`src/rtl/conv_window_sequencer.sv`:
```
// Control FSM that walks filter taps and output windows for a single shared PE,
// with a start/busy/done handshake, tap-level stalls and re-runnable jobs.
module conv_window_sequencer #(
  parameter int TAPS    = 9,
  parameter int WINDOWS = 4
) (
  input  logic       clk_in,
  input  logic       rst,
  input  logic       start,
  input  logic       hold,
  output logic       busy,
  output logic       done,
  output logic       pe_en,
  output logic       pe_clr,
  output logic [3:0] tap_idx,
  output logic [1:0] win_idx,
  output logic       cap_en,
  output logic [1:0] cap_idx
);

  typedef enum logic [1:0] {IDLE, RUN, CAP, DONE} state_t;

  localparam logic [3:0] TAP_LAST = 4'(TAPS - 1);
  localparam logic [1:0] WIN_LAST = 2'(WINDOWS - 1);

  state_t     state_q, state_d;
  logic [3:0] tap_q;
  logic [1:0] win_q;
  logic       tap_last, win_last;

  assign tap_last = (tap_q == TAP_LAST);
  assign win_last = (win_q == WIN_LAST);

  // NOTE: sequential state uses non-blocking assignments so every register
  // samples its inputs from before the edge, independent of process ordering.
  always_ff @(posedge clk_in or posedge rst) begin
    if (rst) state_q <= IDLE;
    else     state_q <= state_d;
  end

  // NOTE: every variable written here gets a default first, so no path
  // through the case leaves it unassigned and no latch is inferred.
  always_comb begin
    state_d = state_q;
    unique case (state_q)
      IDLE:    if (start) state_d = RUN;
      RUN:     if (!hold && tap_last) state_d = CAP;
      CAP:     state_d = win_last ? DONE : RUN;
      DONE:    state_d = IDLE;
      default: state_d = IDLE;
    endcase
  end

  // The tap counter parks at TAPS-1 through CAP and both counters are already
  // zero by the DONE cycle, so the mux selects never see an out-of-range value.
  always_ff @(posedge clk_in or posedge rst) begin
    if (rst) begin
      tap_q <= '0;
      win_q <= '0;
    end else begin
      unique case (state_q)
        RUN: if (!hold && !tap_last) tap_q <= tap_q + 4'd1;
        CAP: begin
          tap_q <= '0;
          win_q <= win_last ? 2'd0 : win_q + 2'd1;
        end
        default: begin
          tap_q <= '0;
          win_q <= '0;
        end
      endcase
    end
  end

  always_comb begin
    busy   = 1'b0;
    done   = 1'b0;
    pe_en  = 1'b0;
    pe_clr = 1'b0;
    cap_en = 1'b0;
    unique case (state_q)
      RUN: begin
        busy  = 1'b1;
        pe_en = !hold;
      end
      CAP: begin
        busy   = 1'b1;
        pe_clr = 1'b1;
        cap_en = 1'b1;
      end
      DONE:    done = 1'b1;
      default: ;
    endcase
  end

  assign tap_idx = tap_q;
  assign win_idx = win_q;
  assign cap_idx = win_q;

endmodule
```
`config.mk`:
```
export PLATFORM = sky130hd
export DESIGN_NAME = conv_window_sequencer
export DESIGN_NICKNAME = d
export VERILOG_FILES = /design/src/rtl/conv_window_sequencer.sv
export SDC_FILE = /design/constraint.sdc
export NUM_CORES = 1
export LEC_CHECK = 0
export ABC_AREA = 1
export CORE_UTILIZATION = 40
export DETAILED_ROUTE_END_ITERATION = 7
export GPL_ROUTABILITY_DRIVEN = 0
export PLACE_DENSITY = 0.74
export SLEW_MARGIN = 10
export SYNTH_ARGS = -nofsm -noshare
export SYNTH_HDL_FRONTEND = slang
export SYNTH_SLANG_ARGS = --single-unit
export TNS_END_PERCENT = 1
```
`constraint.sdc`:
```
create_clock -name clk_in -period 3.9 [get_ports clk_in]
set_clock_uncertainty 0.1 [all_clocks]
set_input_delay 1.17 -clock clk_in [delete_from_list [all_inputs] [get_ports clk_in]]
set_output_delay 1.17 -clock clk_in [all_outputs]
set_load 0.01 [all_outputs]
```
### Yosys cells after proc, flatten, opt, wreduce, memory -nomap -nowiden

Index checks and enable logic that the tools add are counted.
W data, S select, Z words.

* logic and storage cells: 32
* output and inout bits: 13
* bits in registers: 8

* multiplexer cells: 12
* $add $sub $neg: 2
* reductions and logical operators: 7
* eq/ne operators: 8

Operators by type and width (number)
* $mux W2: 4
* $mux W4: 2
* $pmux W2 S4: 1
* $eq A2 B2 Y1 const B: 3
* $ne A2 B2 Y1 const B: 3
* $add A4 B1 Y4 const B: 1
* $eq A4 B4 Y1 const B: 1
* $mux W1: 4
* $pmux W2 S2: 1
* $add A2 B1 Y2 const B: 1
* $eq A2 B1 Y1 const B: 1
* $logic_and A1 B1 Y1: 2
* $logic_not A1 Y1: 2
* $logic_not A2 Y1: 1
* $reduce_and A2 Y1: 1
* $reduce_or A2 Y1: 1

### Longest topological paths before layout

* depth in word-level cells: 5
* depth in mapped cells: 9
* gate-level depth less buffers: 9

### Worst setup path before layout

OpenSTA, ideal clock, no wires.

* path type: input port to output port
* start: input hold
* end: output pe_en
* path buffers: 0
* data required time: 2.630 ns
* setup slack: 1.339 ns
* data arrival time: 1.291 ns
* stages: 1
* path through: nor2_4

* cells in the longest elaborated chain, start to end: 2

RTL lines
* from (decl): line 10 `input logic hold,`
* $logic_not A1 Y1: line 84 `pe_en = !hold;`
* $mux W1: line 81 `unique case (state_q)`
* to (decl): line 13 `output logic pe_en,`

No other way between the ends.

### Worst setup path after layout

Same ends and word-level chain as after synthesis.

==> impl_metrics.py <==
metrics = {
    "clock_network": {
        "cts_resized": 0,
        "cts_hold_buf": 0,
        "h-tree-depth": 1,
        "cts_made_buffers": 3,
        "cts_tree": "done",
        "clock_path_buffers": 2,
        "clk_latency_ns": 0.25,
        "post_cts_buffers": 0,
        "cts_sinks": 8,
        "root_buffer": "clkbuf_4",
        "clk_pin_slew_worst_paths_ns": 0.05,
    },
    "power": {
        "p_per_area_mw_per_mm2": 593,
        "pwr-share-comb_pct": 53.8,
        "p_switching_w": 0.000166,
        "peakVddDrop_v": 0.000324,
        "p_leak_nw": 0.349,
        "p_seq_share_pct": 31.2,
        "swShare_pct": 39.9,
        "p_int_w": 0.000250,
        "clkPwrFrac_pct": 15.1,
    },
    "sta": {
        "slew_violations": 0,
        "slew_headroom_pct": 80.4,
        "hold_violations": 0,
        "timing.final.crit_share_pct": 92.6,
        "setup-violations-final": 0,
        "max_freq_mhz": 277,
        "tightest_slew_ns": 0.294,
        "rsz0062_at_grt": "no",
        "final.setup.tns_ns": 0,
        "period_needed_ns": 3.61,
        "hold_slack_ns": 0.452,
    },
    "yosys": {
        "synth_nets": 77,
        "synthFlopType": "dfrtp_1",
        "synth_edf_count": 0,
        "synth_cell_types": 14,
        "yosysTopAreaCellShare_pct": 38.3,
        "syn_inst": 66,
        "synthesis.area_um2": 523,
        "yosysSeqAreaShare_pct": 38.3,
        "yosysTopAreaCell": "dfrtp_1",
        "yosys_warnings": 0,
        "async_flop_share_pct": 100,
        "yosys.cell_count.top_type": "nand2_1",
        "syn-mean-instance-area_um2": 7.92,
        "synth.area.top_cells": "dfrtp_1, ha_1, nand2_1",
        "synth_common_cells": "nand2_1, inv_1, dfrtp_1, nand3_1, ha_1",
        "ys_seq_elements": 8,
    },
    "setup_path": {
        "path_buf_inv": 2,
        "setup.worst_path.start_class": "primary input",
        "critical_path.cell_chain": "clkdlybuf4s50_1, nor2_4, clkdlybuf4s50_1",
        "cpLargestDelayFamily": "buffers and inverters",
        "critPathMaxStageDelay_ns": 0.54,
        "crit_path_frequent_cell": "clkdlybuf4s50_1",
        "crit_fanout": 3,
        "worstSetupPathType": "primary input to output port",
        "required_ns": 2.63,
        "cp_slowest_cell": "clkdlybuf4s50_1",
        "crit_arrival_ns": 2.34,
        "cp-end-kind": "output port",
    },
    "die": {
        "fp.dieW_um": 38.2,
        "chipHeight_um": 38.2,
        "core_area_mm2": 0.00116,
        "initial_core_util_pct": 45.2,
        "design.die.area_mm2": 0.00146,
        "rows": 12,
        "ios": 17,
    },
    "layout": {
        "fill_cells": 114,
        "insertedDiodeCount": 0,
        "ff_latch_area_um2": 200,
        "utilization_pct": 60.6,
        "final_nets": 95,
        "area_growth_pct": 34.0,
        "multiInputGateArea_um2": 259,
        "layout-drive-gt1-share_pct": 8.54,
    },
    "drt": {
        "vias": 471,
        "drt_iter0_drc": 5,
        "dr.pass1.iters": 2,
        "routedWlPerCell_um": 10.5,
        "ant_nets": 0,
        "via_per_inst": 4.91,
        "totalWireLength_mm": 1.01,
        "drc": 0,
    },
    "global_route": {
        "antenna_found_initial": 0,
        "grt_use_total_pct": 17.4,
        "use_met2_pct": 28.8,
        "grt_pass1_vias": 427,
        "use_met3_pct": 3.49,
        "busiest_layer": "met2",
        "grt_pass1_wl_mm": 1.72,
        "use_met1_pct": 20.4,
        "grt.overflow.total": 0,
        "grt_max_degree": 9,
    },
    "placement": {
        "port_buffers": 16,
        "hpwl_um": 797,
    },
    "flow_run": {
        "maxCapViolations": 0,
    },
    "min_path": {
        "hp-class": "flip-flop to flip-flop",
    },
    "outcome": {
        "status": "finished clean",
    },
}
[cells by family (layout without fill, tap and decap cells)]
family / after synthesis / after routing / share of synthesized area (%)
simple gates: 31 / 31 / 26.6
buf+inv: 14 / 30 / 12.2
flops: 8 / 8 / 38.3
fa+ha+maj: 7 / 7 / 16.7
compound gates: 6 / 6 / 6.22
[final timing paths]
check                           startpoint    endpoint  slack (ns)  cells past startpoint
worst max-delay path                  hold       pe_en        0.29                      3
worst min-delay path            state_q[0]  state_q[0]        0.45                      2
worst max register to register  tap_idx[0]  state_q[1]        2.45                      9
worst min register to register  state_q[0]  state_q[0]        0.45                      2
max in group asynchronous              rst  tap_idx[2]        2.42                      2
min in group asynchronous              rst  cap_idx[1]        1.05                      2
[layer usage]
layer  up-vias  share of wire, %
met5         -                 0
met1       212                48
met3         3               5.1
met2        17                45
li1        239                 -
met4         0               1.9
[power by group through the flow]
stage,clock [W],combinational [W],sequential (W)
detailed placement,0,0.000226,0.000130
global placement,0,0.000221,0.000129
CTS,0.0000633,0.000227,0.000130
finish,0.0000626,0.000223,0.000130
floorplan,0,0.000136,0.000129
global route,0.0000684,0.000253,0.000133
[registers in the layout (all words and copies together) (netlist names)]
name,cells
tap_idx,4
cap_idx,2
state_q,2
[final cells by class]
| type | instances | area share, % |
|---|---|---|
| sequential | 8 | 28.6 |
| clock buffer | 3 | 3.21 |
| multi-input combinational | 44 | 37.0 |
| inverter | 11 | 5.89 |
| tap | 14 | 2.50 |
| timing repair buffer | 16 | 22.9 |
[cell usage in the layout, fill, tap and decap left out]
cell type	instances
a21oi_1	1
clkbuf_4	3
clkdlybuf4s50_1	16
dfrtp_1	8
ha_1	7
inv_1	9
inv_2	2
nand2_1	17
nand3_1	8
nand4_1	1
nor2_1	3
nor2_4	1
o21ai_0	4
o31ai_1	1
or2_2	1
[tightest hold or removal path, cell delays in order (launching register included)]
cell and delay (ns):
dfrtp_1 0.40, nand2_1 0.07, nand2_1 0.05
[metrics by stage]
step	setup slack [ns]	instances	power (W)	cell area [µm²]
6_report	0.289	96	0.000416	701
2_1_floorplan	1.34	66	0.000265	523
3_3_place_gp	0.299	93	0.000350	678
3_5_place_dp	0.288	93	0.000356	678
4_1_cts	0.283	96	0.000420	701
5_1_grt	0.231	96	0.000454	701
Note: power is estimated with default switching activity, not from simulation.
